### src/rtl/si_bullet_field_if.sv
// Bundle between the fire/player logic (master) and the bullet field (slave).
// Signal names follow the original shot-register board naming.
interface si_bullet_field_if #(
    parameter int ROWS  = 7,
    parameter int COLS  = 8,
    parameter int CNT_W = 8
);
    localparam int N  = ROWS * COLS;
    localparam int LW = $clog2(N + 1);

    logic             SI_BULLETFIELD_Clear_InLow;
    logic             SI_BULLETFIELD_Step_In;
    logic             SI_BULLETFIELD_Fire_In;
    logic [COLS-1:0]  SI_BULLETFIELD_FireCol_InBus;
    logic [N-1:0]     SI_BULLETFIELD_Target_InBus;
    logic [N-1:0]     SI_BULLETFIELD_Field_OutBus;
    logic [LW-1:0]    SI_BULLETFIELD_Live_OutBus;
    logic             SI_BULLETFIELD_FireAck_Out;
    logic             SI_BULLETFIELD_Escape_Out;
    logic             SI_BULLETFIELD_Hit_Out;
    logic [CNT_W-1:0] SI_BULLETFIELD_HitCount_OutBus;

    modport master (
        output SI_BULLETFIELD_Clear_InLow, SI_BULLETFIELD_Step_In, SI_BULLETFIELD_Fire_In,
               SI_BULLETFIELD_FireCol_InBus, SI_BULLETFIELD_Target_InBus,
        input  SI_BULLETFIELD_Field_OutBus, SI_BULLETFIELD_Live_OutBus, SI_BULLETFIELD_FireAck_Out,
               SI_BULLETFIELD_Escape_Out, SI_BULLETFIELD_Hit_Out, SI_BULLETFIELD_HitCount_OutBus
    );

    modport slave (
        input  SI_BULLETFIELD_Clear_InLow, SI_BULLETFIELD_Step_In, SI_BULLETFIELD_Fire_In,
               SI_BULLETFIELD_FireCol_InBus, SI_BULLETFIELD_Target_InBus,
        output SI_BULLETFIELD_Field_OutBus, SI_BULLETFIELD_Live_OutBus, SI_BULLETFIELD_FireAck_Out,
               SI_BULLETFIELD_Escape_Out, SI_BULLETFIELD_Hit_Out, SI_BULLETFIELD_HitCount_OutBus
    );
endinterface

### src/rtl/si_bullet_field.sv
// ROWS x COLS player-shot field: shift on Step, admit one-hot fires, remove bullets
// overlapping targets, count live bullets and saturating hits. All outputs registered.
module si_bullet_field #(
    parameter int ROWS        = 7,
    parameter int COLS        = 8,
    parameter int MAX_BULLETS = 4,
    parameter int CNT_W       = 8
) (
    input  logic                SI_BULLETFIELD_CLOCK_50,
    input  logic                SI_BULLETFIELD_RESET_InLow,
    si_bullet_field_if.slave    bus
);
    localparam int N  = ROWS * COLS;
    localparam int LW = $clog2(N + 1);
    localparam int SW = CNT_W + LW;

    logic [N-1:0]     field_q, field_d;
    logic [LW-1:0]    live_q, live_d;
    logic [CNT_W-1:0] hcnt_q, hcnt_d;
    logic             ack_q, ack_d, esc_q, esc_d, hit_q, hit_d;

    logic [COLS-1:0]  fc;
    logic [N-1:0]     shifted, staged, hits;
    logic             onehot, accept;
    logic [SW-1:0]    hsum;

    function automatic logic [LW-1:0] popcnt(input logic [N-1:0] v);
        logic [LW-1:0] n;
        n = '0;
        for (int i = 0; i < N; i++) n = n + LW'(v[i]);
        return n;
    endfunction

    assign fc     = bus.SI_BULLETFIELD_FireCol_InBus;
    assign onehot = (fc != '0) && ((fc & (fc - COLS'(1))) == '0);

    always_comb begin
        shifted = bus.SI_BULLETFIELD_Step_In ? {field_q[N-COLS-1:0], {COLS{1'b0}}} : field_q;
        esc_d   = bus.SI_BULLETFIELD_Step_In & (|field_q[N-1 -: COLS]);
        // Admission uses the registered count, so a same-cycle escape never frees a slot.
        accept  = bus.SI_BULLETFIELD_Fire_In && onehot &&
                  (live_q < LW'(MAX_BULLETS)) && ((shifted[COLS-1:0] & fc) == '0);
        staged  = shifted;
        if (accept) staged[COLS-1:0] = shifted[COLS-1:0] | fc;
        hits    = staged & bus.SI_BULLETFIELD_Target_InBus;
        field_d = staged & ~bus.SI_BULLETFIELD_Target_InBus;
        live_d  = popcnt(field_d);
        hsum    = SW'(hcnt_q) + SW'(popcnt(hits));
        hcnt_d  = (hsum > SW'({CNT_W{1'b1}})) ? {CNT_W{1'b1}} : hsum[CNT_W-1:0];
        ack_d   = accept;
        hit_d   = |hits;
        if (!bus.SI_BULLETFIELD_Clear_InLow) begin
            field_d = '0;
            live_d  = '0;
            hcnt_d  = '0;
            ack_d   = 1'b0;
            esc_d   = 1'b0;
            hit_d   = 1'b0;
        end
    end

    always_ff @(posedge SI_BULLETFIELD_CLOCK_50 or negedge SI_BULLETFIELD_RESET_InLow) begin
        if (!SI_BULLETFIELD_RESET_InLow) begin
            field_q <= '0;
            live_q  <= '0;
            hcnt_q  <= '0;
            ack_q   <= 1'b0;
            esc_q   <= 1'b0;
            hit_q   <= 1'b0;
        end else begin
            field_q <= field_d;
            live_q  <= live_d;
            hcnt_q  <= hcnt_d;
            ack_q   <= ack_d;
            esc_q   <= esc_d;
            hit_q   <= hit_d;
        end
    end

    assign bus.SI_BULLETFIELD_Field_OutBus    = field_q;
    assign bus.SI_BULLETFIELD_Live_OutBus     = live_q;
    assign bus.SI_BULLETFIELD_HitCount_OutBus = hcnt_q;
    assign bus.SI_BULLETFIELD_FireAck_Out     = ack_q;
    assign bus.SI_BULLETFIELD_Escape_Out      = esc_q;
    assign bus.SI_BULLETFIELD_Hit_Out         = hit_q;
endmodule

### src/flat_wrapper.sv
// flat-port wrapper written by rule: the top's interface ports become plain ports
module si_bullet_field_flat 
#(
    parameter int ROWS        = 7,
    parameter int COLS        = 8,
    parameter int MAX_BULLETS = 4,
    parameter int CNT_W       = 8
)
  (SI_BULLETFIELD_CLOCK_50, SI_BULLETFIELD_RESET_InLow, bus_SI_BULLETFIELD_Clear_InLow, bus_SI_BULLETFIELD_Step_In, bus_SI_BULLETFIELD_Fire_In, bus_SI_BULLETFIELD_FireCol_InBus, bus_SI_BULLETFIELD_Target_InBus, bus_SI_BULLETFIELD_Field_OutBus, bus_SI_BULLETFIELD_Live_OutBus, bus_SI_BULLETFIELD_FireAck_Out, bus_SI_BULLETFIELD_Escape_Out, bus_SI_BULLETFIELD_Hit_Out, bus_SI_BULLETFIELD_HitCount_OutBus);
  si_bullet_field_if #(.ROWS(ROWS), .COLS(COLS), .CNT_W(CNT_W)) bus_i ();
  input  logic SI_BULLETFIELD_CLOCK_50;
  input  logic SI_BULLETFIELD_RESET_InLow;
  input wire logic [$bits(bus_i.SI_BULLETFIELD_Clear_InLow)-1:0] bus_SI_BULLETFIELD_Clear_InLow;
  input wire logic [$bits(bus_i.SI_BULLETFIELD_Step_In)-1:0] bus_SI_BULLETFIELD_Step_In;
  input wire logic [$bits(bus_i.SI_BULLETFIELD_Fire_In)-1:0] bus_SI_BULLETFIELD_Fire_In;
  input wire logic [$bits(bus_i.SI_BULLETFIELD_FireCol_InBus)-1:0] bus_SI_BULLETFIELD_FireCol_InBus;
  input wire logic [$bits(bus_i.SI_BULLETFIELD_Target_InBus)-1:0] bus_SI_BULLETFIELD_Target_InBus;
  output wire logic [$bits(bus_i.SI_BULLETFIELD_Field_OutBus)-1:0] bus_SI_BULLETFIELD_Field_OutBus;
  output wire logic [$bits(bus_i.SI_BULLETFIELD_Live_OutBus)-1:0] bus_SI_BULLETFIELD_Live_OutBus;
  output wire logic [$bits(bus_i.SI_BULLETFIELD_FireAck_Out)-1:0] bus_SI_BULLETFIELD_FireAck_Out;
  output wire logic [$bits(bus_i.SI_BULLETFIELD_Escape_Out)-1:0] bus_SI_BULLETFIELD_Escape_Out;
  output wire logic [$bits(bus_i.SI_BULLETFIELD_Hit_Out)-1:0] bus_SI_BULLETFIELD_Hit_Out;
  output wire logic [$bits(bus_i.SI_BULLETFIELD_HitCount_OutBus)-1:0] bus_SI_BULLETFIELD_HitCount_OutBus;
  assign bus_i.SI_BULLETFIELD_Clear_InLow = bus_SI_BULLETFIELD_Clear_InLow;
  assign bus_i.SI_BULLETFIELD_Step_In = bus_SI_BULLETFIELD_Step_In;
  assign bus_i.SI_BULLETFIELD_Fire_In = bus_SI_BULLETFIELD_Fire_In;
  assign bus_i.SI_BULLETFIELD_FireCol_InBus = bus_SI_BULLETFIELD_FireCol_InBus;
  assign bus_i.SI_BULLETFIELD_Target_InBus = bus_SI_BULLETFIELD_Target_InBus;
  assign bus_SI_BULLETFIELD_Field_OutBus = bus_i.SI_BULLETFIELD_Field_OutBus;
  assign bus_SI_BULLETFIELD_Live_OutBus = bus_i.SI_BULLETFIELD_Live_OutBus;
  assign bus_SI_BULLETFIELD_FireAck_Out = bus_i.SI_BULLETFIELD_FireAck_Out;
  assign bus_SI_BULLETFIELD_Escape_Out = bus_i.SI_BULLETFIELD_Escape_Out;
  assign bus_SI_BULLETFIELD_Hit_Out = bus_i.SI_BULLETFIELD_Hit_Out;
  assign bus_SI_BULLETFIELD_HitCount_OutBus = bus_i.SI_BULLETFIELD_HitCount_OutBus;
  si_bullet_field #(.ROWS(ROWS), .COLS(COLS), .MAX_BULLETS(MAX_BULLETS), .CNT_W(CNT_W)) u_core (.SI_BULLETFIELD_CLOCK_50(SI_BULLETFIELD_CLOCK_50), .SI_BULLETFIELD_RESET_InLow(SI_BULLETFIELD_RESET_InLow), .bus(bus_i));
endmodule
### config.mk
export PLATFORM = sky130hd
export DESIGN_NAME = si_bullet_field_flat
export DESIGN_NICKNAME = d
export VERILOG_FILES = /design/src/rtl/si_bullet_field_if.sv /design/src/rtl/si_bullet_field.sv /design/src/flat_wrapper.sv
export SDC_FILE = /design/constraint.sdc
export NUM_CORES = 1
export LEC_CHECK = 0
export ABC_AREA = 1
export CORE_ASPECT_RATIO = 2
export CORE_MARGIN = 2
export CORE_UTILIZATION = 45
export CTS_CLUSTER_SIZE = 25
export DETAILED_ROUTE_END_ITERATION = 6
export DONT_BUFFER_PORTS = 1
export PLACE_DENSITY = 0.59
export SLEW_MARGIN = 15
export SYNTH_ARGS = -nofsm -noshare
export SYNTH_HDL_FRONTEND = slang
export SYNTH_SLANG_ARGS = --single-unit
### constraint.sdc
create_clock -name SI_BULLETFIELD_CLOCK_50 -period 14.2 [get_ports SI_BULLETFIELD_CLOCK_50]
set_input_delay 0.71 -clock SI_BULLETFIELD_CLOCK_50 [delete_from_list [all_inputs] [get_ports SI_BULLETFIELD_CLOCK_50]]
set_output_delay 0.71 -clock SI_BULLETFIELD_CLOCK_50 [all_outputs]
set_load 0.01 [all_outputs]
==> metrics.yaml, run 1 <==
routing:
  drt_iter0_drc: 250
  wl_per_cell_um: 18.52
  drtAntennaViolNets: 0
  avgViaCountPerCell: 5.013
  dr.pass1.iters: 5
  vias: 5584
  routed_wl_um: 20630
  drc_errors: 0
global_route:
  grt_overflow: 0
  grtUsageTotal_pct: 25.65
  top_usage_layer: "met2"
  grt_pass1_wl_um: 32030
  grt_pass1_vias: 5971
  met2_usage_pct: 46.76
  antenna_found_initial: 0
  grt_max_degree: 74
  grtUsageMet3_pct: 5.793
  use_met1_pct: 25.83
final_layout:
  n_fill_cell: 1580
  num_antenna_cells: 0
  nets: 1104
  layout_commonest_cell: "inv_1"
  drive_above_1_share_pct: 3.943
  final_cell_mix: "inv_1, nand2_1, nor2_1"
  fin_util_pct: 48.97
  syn_to_final_growth_pct: 6.612
placed_design:
  dp_slack_ns: 5.523
  dp_hpwl_um: 17430
  place_congestion: 0.8992
  port_buffers: 0
yosys:
  ys.flop_type: "dfrtp_1"
  ys_types: 35
  synth_edf_count: 0
  netlist_area_um2: 7209
  ys_async_sr_fraction_pct: 100.0
  ys_seq_elements: 73
  avgSynthCellArea_um2: 7.888
  synth-seq-area-share_pct: 25.34
  synth_cells: 914
  ys_warn_count: 0
  synth_nets: 1110
cts:
  htree_levels: 3
  post_cts_buffers: 0
  path_clk_slew_ns: 0.06
  insertion_delay_ns: 0.35
  postCtsHoldBufs: 0
  cts_tree: "yes"
  numClockSinks: 73
  ctsLongestPathBuffers: 2
  cts_resized: 0
  clk_root_buffer_cell: "clkbuf_16"
  cts_buffers: 9
hold_path:
  hp-class: "in -> async"
critical_path:
  arrival_ns: 8.61
  cp_common_cell: "fa_1"
  path_class: "in -> reg"
  cp_slowest_cell: "fa_1"
  r2r_cells: 32
  critPathMaxFanout: 72
  start_kind: "input port"
  end_kind: "flip-flop"
  crit_required_ns: 14.47
  critPathMaxStageDelay_ns: 0.54
die:
  io_pins: 142
  core-area_um2: 15700
  dieArea_um2: 17110
  die_h_um: 183
  rows: 65
  die_width_um: 93.50
  start_util_pct: 45.93
timing:
  whs_ns: 0.05789
  setup_tns_ns: 0
  final.period_utilization_pct: 58.73
  worstMarginPinSlew_ns: 0.4886
  rsz0062_at_grt: "false"
  worst_slack_ns: 5.861
  hold_violations: 0
  skew_ns: 0.007549
  drv_slew: 0
  fin_crit_ns: 8.339
  fmax_mhz: 119.9
  setup_viol: 0
  slew_headroom_pct: 67.12
flow_run:
  cap_violations: 0
power:
  power.density_nw_per_um2: 139.5
  power_leakage_nw: 4.217
  finalPower_w: 0.001072
  irDropWorstVdd_mv: 0.09165
run_status:
  outcome: "finished clean"
[power breakdown]
part | leakage, nW | switching (W) | internal, W
registers | 0.998 | 0.0000182 | 0.000226
logic | 3.06 | 0.000329 | 0.000241
clock network | 0.162 | 0.0000956 | 0.000163
[path summary, 6_finish.rpt]
check | from | endpoint | slack [ns]
setup / recovery | bus_SI_BULLETFIELD_Step_In | u_core.bus.SI_BULLETFIELD_HitCount_OutBus[3] | 5.86
hold / removal | SI_BULLETFIELD_RESET_InLow | u_core.bus.SI_BULLETFIELD_HitCount_OutBus[2] | 0.06
setup reg to reg | u_core.bus.SI_BULLETFIELD_Live_OutBus[3] | u_core.bus.SI_BULLETFIELD_HitCount_OutBus[3] | 6.08
hold reg to reg | u_core.bus.SI_BULLETFIELD_HitCount_OutBus[6] | u_core.bus.SI_BULLETFIELD_HitCount_OutBus[6] | 0.63
max in group asynchronous | SI_BULLETFIELD_RESET_InLow | u_core.bus.SI_BULLETFIELD_HitCount_OutBus[6] | 13.93
min in group SI_BULLETFIELD_CLOCK_50 | bus_SI_BULLETFIELD_Target_InBus[0] | u_core.bus.SI_BULLETFIELD_Field_OutBus[0] | 0.41
[final cells by class]
cell class	count	area, um^2	share of cell area (%)
repair buffers	2	15.01	0.1953
inverters	227	852.1	11.09
clock buffers	11	252.7	3.288
clock inverters	5	77.57	1.009
multi-input cells	595	4410	57.38
flip-flops and latches	73	1827	23.77
well taps	201	251.5	3.272
[cell usage after synthesis (all sizes together), types with 12 or more instances]
cell type | n | area share (%)
nand3 | 49 | 3.6
a21oi | 16 | 1.2
dfrtp | 73 | 25
inv | 227 | 12
nand3b | 18 | 1.9
o21ai | 37 | 2.6
nor2 | 107 | 5.7
buf | 12 | 1.3
nor3 | 22 | 1.7
nand2 | 194 | 10
fa | 93 | 26
ha | 34 | 5.9
[per-stage QoR]
stage                     cells  cell area [um^2]
final                      1114              7686
after global routing       1114              7686
after global placement     1098              7356
after floorplan             914              7209
after CTS                  1114              7686
after detailed placement   1098              7356
[kinds of logic (layout without fill, tap and decap cells)]
group                      count (synthesis)  after routing  synth area share (%)
AOI/OAI and AO/OA                         59             59                 4.391
xor gates and xnor gates                   9              9                 1.093
adders and majority gates                127            127                 31.73
buffers and inverters                    246            245                 13.48
DFF                                       73             73                 25.34
and+or+nand+nor                          400            400                 23.97
[registers in the layout, indices dropped and copies added, names as in the netlist]
name                                       count
u_core.bus.SI_BULLETFIELD_Escape_Out           1
u_core.bus.SI_BULLETFIELD_Field_OutBus        56
u_core.bus.SI_BULLETFIELD_FireAck_Out          1
u_core.bus.SI_BULLETFIELD_HitCount_OutBus      8
u_core.bus.SI_BULLETFIELD_Hit_Out              1
u_core.bus.SI_BULLETFIELD_Live_OutBus          6
[per-layer routing]
metal | wire length, um | up-vias | part of all wire [%]
met4 | 1298 | 0 | 6.3
met3 | 1227 | 48 | 5.9
met1 | 6732 | 2664 | 33
met5 | 0 | - | 0
li1 | - | 2712 | -
met2 | 11370 | 160 | 55
[worst max-delay path, delay by kind of cell]
family | cells | cell delay [ns]
AO/OA/AOI/OAI | 4 | 0.67
adder cells (fa/ha/maj) | 11 | 5.36
buffers and inverters | 7 | 0.73
AND/OR/NAND/NOR | 12 | 1.10
Note: power is estimated with default switching activity, not from simulation.
==> run 2, diff against run 1 <==
Settings changed: ABC_AREA 1 to 0, PLACE_DENSITY 0.59 to 0.61.
Clock period 14.2 ns to 7.1 ns, I/O delays scaled along.
==> metrics.yaml, run 2 <==
run_status:
  outcome: "finished with violations"  # was finished clean
  violations: "setup timing"
yosys:
  synth-seq-area-share_pct: 27.05  # was 25.34%
  yosys.area_share.adder_pct: 34.01  # was 31.73%
  avgSynthCellArea_um2: 10.46  # was 7.888 um^2
  synth_top_cell_area_share_pct: 27.57  # was 25.82%
  synth_area_leader_cell: "fa_1"  # unchanged
  yosys.area_share.simple_pct: 17.62  # was 23.97%
  synth_top_family_by_area: "adder cells"  # unchanged
  muxShareOfSynthArea_pct: 7.114  # was 0%
  synth_nets: 842  # was 1,110
  synth_edf_count: 0  # unchanged
  ys_types: 51  # was 35
  synth_compound_area_share_pct: 5.372  # was 4.391%
  ys_seq_elements: 73  # unchanged
  synth_cells: 646  # was 914
  synth_most_common_cell: "inv_1"  # unchanged
  synthTopCellsByCount: "inv_1, fa_1, dfrtp_1"  # was inv_1, nand2_1, nor2_1
  ys_warn_count: 0  # unchanged
  yosys-top-cells-area: "fa_1, dfrtp_1, mux2i_1"  # was fa_1, dfrtp_1, inv_1
  synth_xor_xnor_area_share_pct: 1.556  # was 1.093%
  ys_async_sr_fraction_pct: 100.0  # unchanged
  ys.flop_type: "dfrtp_1"  # unchanged
  netlist_area_um2: 6754  # was 7209 um^2
routing:
  wl_per_cell_um: 22.72  # was 18.52 um
  routed_wl_um: 20600  # was 20,630 um
  drtAntennaViolNets: 0  # unchanged
  vias: 4812  # was 5,584
  drt_iter0_drc: 230  # was 250
  dr.pass1.iters: 4  # was 5
  drc_errors: 0  # unchanged
  avgViaCountPerCell: 5.305  # was 5.013
critical_path:
  path_class: "reg -> reg"  # was in -> reg
  start_kind: "flip-flop"  # was input port
  end_kind: "flip-flop"  # unchanged
  arrival_ns: 7.98  # was 8.61 ns
  crit_required_ns: 7.28  # was 14.47 ns
  critPathMaxFanout: 4  # was 72
timing:
  hold_violations: 0  # unchanged
  fmax_mhz: 128.2
  setup_viol: 8  # was 0
  worst_slack_ns: -0.6978  # was 5.861 ns
  worstMarginPinSlew_ns: 0.8542  # was 0.4886 ns
  final.period_utilization_pct: 109.8
  whs_ns: 0.06240  # was 0.05789 ns
  setup_tns_ns: -5.358  # was 0 ns
  drv_slew: 0  # unchanged
  slew_headroom_pct: 43.05  # was 67.12%
  skew_ns: 0.01001  # was 0.007549 ns
  fin_crit_ns: 7.798
  rsz0062_at_grt: "true"  # was false
die:
  io_pins: 142  # unchanged
  die_width_um: 90.63  # was 93.50 um
  dieArea_um2: 16060  # was 17,110 um^2
  core-area_um2: 14740  # was 15,700 um^2
  die_h_um: 177.3  # was 183 um
  rows: 63  # was 65
  start_util_pct: 45.82  # was 45.93%
placed_design:
  dp_hpwl_um: 16770  # was 17,430 um
  place_congestion: 0.9713  # was 0.8992
  port_buffers: 0  # unchanged
power:
  irDropWorstVdd_mv: 0.1082  # was 0.09165 mV
  power.density_nw_per_um2: 122.0  # was 139.5 nW/um^2
  power_leakage_nw: 3.934  # was 4.217 nW
global_route:
  grtUsageTotal_pct: 26.85  # was 25.65%
  grt_overflow: 0  # unchanged
  grt_max_degree: 74  # unchanged
  antenna_found_initial: 0  # unchanged
  grt_pass1_vias: 5579  # was 5,971
  grt_pass1_wl_um: 31570  # was 32,030 um
cts:
  clk_root_buffer_cell: "clkbuf_16"  # unchanged
  insertion_delay_ns: 0.35  # about the same
  cts_buffers: 9  # unchanged
  htree_levels: 3  # unchanged
  cts_tree: "yes"  # unchanged
  ctsLongestPathBuffers: 2  # unchanged
  numClockSinks: 73  # unchanged
  path_clk_slew_ns: 0.06  # about the same
hold_path:
  hp-class: "in -> reg"  # was in -> async
final_layout:
  final_cell_mix: "inv_1, fa_1, dfrtp_1"  # was inv_1, nand2_1, nor2_1
  num_antenna_cells: 0  # unchanged
  layout_commonest_cell: "inv_1"  # unchanged
  nets: 903  # was 1,104
  largest_reg_flops: 56  # unchanged
  syn_to_final_growth_pct: 17.10  # was 6.612%
  drive_above_1_share_pct: 22.75  # was 3.943%
flow_run:
  cap_violations: 0  # unchanged
## run 2: changes by cell type in the layout (fill, tap and decap cells not counted), moves of 30 or more
cell	change
buf_4	+57
nor2_1	-41
o21ai_0	-30
inv_1	-121
or2_2	+31
nand3_1	-46
nand2b_1	+32
mux2i_1	+48
nand2_1	-187
## run 2: layout make-up
type	count	area, um^2
clock buffers	11	242.7
clock inverters	5	78.83
fillers	1325	6832
inverters	110	415.4
multi-input cells	450	4598
flip-flops and latches	73	1827
well taps	195	244.0
repair buffers	63	503.0
## run 2: worst max-delay path, stage by stage (launching register included)
cell,delay (ns)
dfrtp_1,0.39
nor4_2,0.30
buf_4,0.18
nand3_4,0.08
a2111oi_4,0.32
o31a_4,0.23
a22oi_2,0.07
nor2b_2,0.20
ha_4,0.23
inv_2,0.05
fa_1,0.43
fa_2,0.55
fa_2,0.44
fa_2,0.54
fa_2,0.44
fa_2,0.54
fa_1,0.43
fa_2,0.38
fa_2,0.47
buf_6,0.13
fa_2,0.40
inv_2,0.06
a21oi_2,0.05
o21bai_2,0.20
a31oi_4,0.13
buf_4,0.15
nor3_1,0.17
a211oi_1,0.08
## run 2: per-layer routing
layer / vias to the layer above / share of wire (%) / routed length (um) / global-route usage (%)
met5: - / 0 / 0 / 0
met4: 0 / 7.0 / 1451 / 18.08
met3: 54 / 5.0 / 1026 / 5.707
met2: 156 / 56 / 11480 / 49.56
met1: 2424 / 32 / 6644 / 26.47
li1: 2178 / - / - / -
## run 2: path summary, 6_finish.rpt
kind / from / end / slack (ns) / cells past startpoint
max reg2reg: u_core.bus.SI_BULLETFIELD_Live_OutBus[4] / u_core.bus.SI_BULLETFIELD_HitCount_OutBus[6] / -0.70 / 27
max in group asynchronous: SI_BULLETFIELD_RESET_InLow / u_core.bus.SI_BULLETFIELD_Field_OutBus[16] / 6.16 / 2
max: u_core.bus.SI_BULLETFIELD_Live_OutBus[4] / u_core.bus.SI_BULLETFIELD_HitCount_OutBus[6] / -0.70 / 27
min: bus_SI_BULLETFIELD_Target_InBus[15] / u_core.bus.SI_BULLETFIELD_Field_OutBus[15] / 0.06 / 1
min in group asynchronous: SI_BULLETFIELD_RESET_InLow / u_core.bus.SI_BULLETFIELD_Field_OutBus[29] / 0.62 / 2
min reg2reg: u_core.bus.SI_BULLETFIELD_Field_OutBus[26] / u_core.bus.SI_BULLETFIELD_Field_OutBus[26] / 0.75 / 2
## run 2: logic make-up after synthesis
logic type | Yosys count
DFF | 73
adders and majority gates | 128
xor gates and xnor gates | 12
and+or+nand+nor | 215
muxes | 48
AOI/OAI and AO/OA | 47
buffers and inverters | 123
## run 2: per-stage QoR
stage | setup WS, ns | cell area, um^2 | power [W] | cells | utilization [%]
after floorplan | -0.6441 | 6815 | 0.0004527 | 646 | -
after global placement | -0.7498 | 7348 | 0.0004502 | 877 | 49.85
after detailed placement | -0.8968 | 7348 | 0.0004505 | 877 | 49.85
after CTS | -0.5917 | 7800 | 0.0009702 | 902 | 52.92
after global routing | -0.9013 | 7909 | 0.0009939 | 907 | 53.65
final | -0.6978 | 7909 | 0.0009646 | 907 | 53.65
## run 2: power by group
part           internal (W)  total (W)  leakage, nW  switching, W
registers          0.000416   0.000417         1.02   0.000000415
clock network      0.000317   0.000510        0.159      0.000193
logic             0.0000156  0.0000383         2.75     0.0000227
## run 2: what timing repair did
item | CTS | global route
setup endpoints to repair | 11 | 12
buffers inserted | 7 | 5
pin swaps | 9 | 26
hold buffers | 2 | 0
gates resized for setup | 12 | 20
endpoints found under the hold margin | 73 | 0
==> run 3, diff against run 2 <==
Settings changed: CELL_PAD_IN_SITES_DETAIL_PLACEMENT from default to 1, CELL_PAD_IN_SITES_GLOBAL_PLACEMENT from default to 1, PLACE_DENSITY 0.61 to 0.76.
==> metrics.yaml, run 3 (same netlist as run 2, synthesis figures left out) <==
run_status:
  outcome: "finished with violations"  # unchanged
  violations: "setup timing"  # unchanged
timing:
  slew_headroom_pct: 48.93  # was 43.05%
  worst_slack_ns: -0.7765  # was -0.6978 ns
  final.period_utilization_pct: 110.9  # was 109.8%
  fmax_mhz: 127.0  # was 128.2 MHz
  drv_slew: 0  # unchanged
  fin_crit_ns: 7.876  # was 7.798 ns
  hold_violations: 0  # unchanged
  setup_viol: 8  # unchanged
  skew_ns: 0.008211  # was 0.01001 ns
  worstMarginPinSlew_ns: 0.7661  # was 0.8542 ns
  rsz0062_at_grt: "true"  # unchanged
routing:
  routed_wl_um: 21980  # was 20,600 um
  vias: 4969  # was 4,812
  wl_per_cell_um: 24.21  # was 22.72 um
  avgViaCountPerCell: 5.472  # was 5.305
  drc_errors: 0  # unchanged
  drtAntennaViolNets: 0  # unchanged
  drt_iter0_drc: 146  # was 230
  dr.pass1.iters: 4  # unchanged
critical_path:
  end_kind: "flip-flop"  # unchanged
  critPathMaxFanout: 4  # unchanged
  start_kind: "flip-flop"  # unchanged
  path_class: "reg -> reg"  # unchanged
  arrival_ns: 8.11  # was 7.98 ns
  crit_required_ns: 7.33  # was 7.28 ns
power:
  p_int_w: 0.0007398  # was 0.0007490 W
  pwr-share-comb_pct: 3.9  # was 4.0%
  seqPwrFrac_pct: 43.4  # was 43.2%
  swShare_pct: 22.88  # was 22.36%
  irDropWorstVdd_mv: 0.1220  # was 0.1082 mV
  p_sw_w: 0.0002195  # was 0.0002157 W
  clkPwrFrac_pct: 52.6  # was 52.8%
  power.density_nw_per_um2: 121.7  # was 122.0 nW/um^2
  power_leakage_nw: 3.929  # was 3.934 nW
  finalPower_w: 0.0009593  # was 0.0009646 W
die:
  die_width_um: 90.63  # unchanged
  rows: 63  # unchanged
  core-area_um2: 14740  # unchanged
  die_h_um: 177.3  # unchanged
  start_util_pct: 45.82  # unchanged
  io_pins: 142  # unchanged
  dieArea_um2: 16060  # unchanged
cts:
  path_clk_slew_ns: 0.07  # was 0.06 ns
  htree_levels: 3  # unchanged
  insertion_delay_ns: 0.35  # about the same
  numClockSinks: 73  # unchanged
  clk_root_buffer_cell: "clkbuf_16"  # unchanged
  cts_tree: "yes"  # unchanged
  ctsLongestPathBuffers: 2  # unchanged
  cts_buffers: 9  # unchanged
final_layout:
  drive_above_1_share_pct: 22.02  # was 22.75%
  layout_commonest_cell: "inv_1"  # unchanged
  nets: 904  # was 903
  syn_to_final_growth_pct: 16.73  # was 17.10%
  multi_input_area_um2: 4572  # was 4598 um^2
  final_cell_mix: "inv_1, fa_1, dfrtp_1"  # unchanged
  fin_util_pct: 53.48  # was 53.65%
  largest_reg_flops: 56  # unchanged
  num_antenna_cells: 0  # unchanged
  seq_area_um2: 1827  # unchanged
  stdcell_area_um2: 7884  # was 7909 um^2
  n_fill_cell: 1641  # was 1,325
global_route:
  grt_pass1_vias: 6025  # was 5,579
  grt_pass1_wl_um: 33120  # was 31,570 um
  grt_overflow: 0  # unchanged
  grtUsageTotal_pct: 28.37  # was 26.85%
  grt_max_degree: 74  # unchanged
  antenna_found_initial: 0  # unchanged
placed_design:
  placed_area_um2: 7356  # was 7348 um^2
  place_congestion: 0.8921  # was 0.9713
  dp_hpwl_um: 18450  # was 16,770 um
  port_buffers: 0  # unchanged
hold_path:
  hp-class: "in -> reg"  # unchanged
flow_run:
  cap_violations: 0  # unchanged
[run 3: cell types whose count changed in the layout (fill, tap and decap cells not counted), sizes merged]
cell	delta
inv	+1
clkinvlp	+2
clkbuf	-2
clkinv	-1
buf	+1
[run 3: path summary, 6_finish.rpt]
path | slack (ns) | depth (start not counted) | start | to
setup / recovery | -0.78 | 26 | u_core.bus.SI_BULLETFIELD_Field_OutBus[6] | u_core.bus.SI_BULLETFIELD_HitCount_OutBus[7]
hold / removal | 0.06 | 1 | bus_SI_BULLETFIELD_Target_InBus[53] | u_core.bus.SI_BULLETFIELD_Field_OutBus[53]
setup reg to reg | -0.78 | 26 | u_core.bus.SI_BULLETFIELD_Field_OutBus[6] | u_core.bus.SI_BULLETFIELD_HitCount_OutBus[7]
hold reg to reg | 0.73 | 2 | u_core.bus.SI_BULLETFIELD_Field_OutBus[35] | u_core.bus.SI_BULLETFIELD_Field_OutBus[35]
max in group asynchronous | 6.18 | 2 | SI_BULLETFIELD_RESET_InLow | u_core.bus.SI_BULLETFIELD_HitCount_OutBus[4]
min in group asynchronous | 0.57 | 2 | SI_BULLETFIELD_RESET_InLow | u_core.bus.SI_BULLETFIELD_Field_OutBus[54]
[run 3: repair_timing]
action | in CTS | in global routing
pin swaps | 9 | 26
hold buffers | 2 | 0
endpoints found under the setup margin | 10 | 12
hold endpoints to repair | 73 | 0
buffers inserted | 4 | 8
gates resized for setup | 7 | 17
[run 3: power by group through the flow]
stage / Clock [W] / Sequential, W / Combinational (W)
finish: 0.000505 / 0.000417 / 0.0000378
global route: 0.000521 / 0.000417 / 0.0000410
CTS: 0.000510 / 0.000417 / 0.0000379
detailed placement: 0 / 0.000424 / 0.0000261
global placement: 0 / 0.000424 / 0.0000257
floorplan: 0 / 0.000425 / 0.0000281
[run 3: area by class of cell]
type                            count  share of cell area [%]
Tap cell                          195                   3.095
Multi-Input combinational cell    450                   57.99
Clock buffer                        9                   2.857
Inverter                          110                   5.269
Sequential cell                    73                   23.17
Timing Repair Buffer               64                   6.428
Clock inverter                      7                   1.190
[run 3: critical path, stage by stage, from the launching register on]
cell,delay (ns)
dfrtp_1,0.38
a222oi_1,0.45
a31oi_2,0.19
a2111oi_4,0.29
o31a_4,0.25
a22oi_2,0.07
nor2b_2,0.22
ha_4,0.24
inv_2,0.05
fa_1,0.42
fa_2,0.55
fa_2,0.44
fa_2,0.56
fa_2,0.45
fa_2,0.54
fa_1,0.43
fa_2,0.37
fa_1,0.54
inv_1,0.06
ha_1,0.27
a21o_1,0.21
a21oi_2,0.15
o21bai_1,0.08
a21o_1,0.19
a21oi_2,0.16
o21bai_1,0.08
o311a_1,0.12
[run 3: per-stage QoR]
step	setup TNS [ns]	worst slack (ns)	hold slack [ns]	cells
after floorplan	-4.313	-0.6441	0.05941	646
after global placement	-5.818	-0.7671	0.06213	878
after detailed placement	-8.233	-1.005	0.06244	878
after CTS	-5.074	-0.7400	0.05796	900
after global routing	-7.327	-0.9616	0.06230	908
final	-5.621	-0.7765	0.06423	908
[run 3: metal layers]
layer / vias up / GRT usage, % / wire length, um
met5: - / 0 / 0
met4: 0 / 20.13 / 1576
met3: 69 / 6.388 / 1136
met2: 174 / 55.72 / 12660
met1: 2540 / 24.26 / 6604
li1: 2186 / - / -
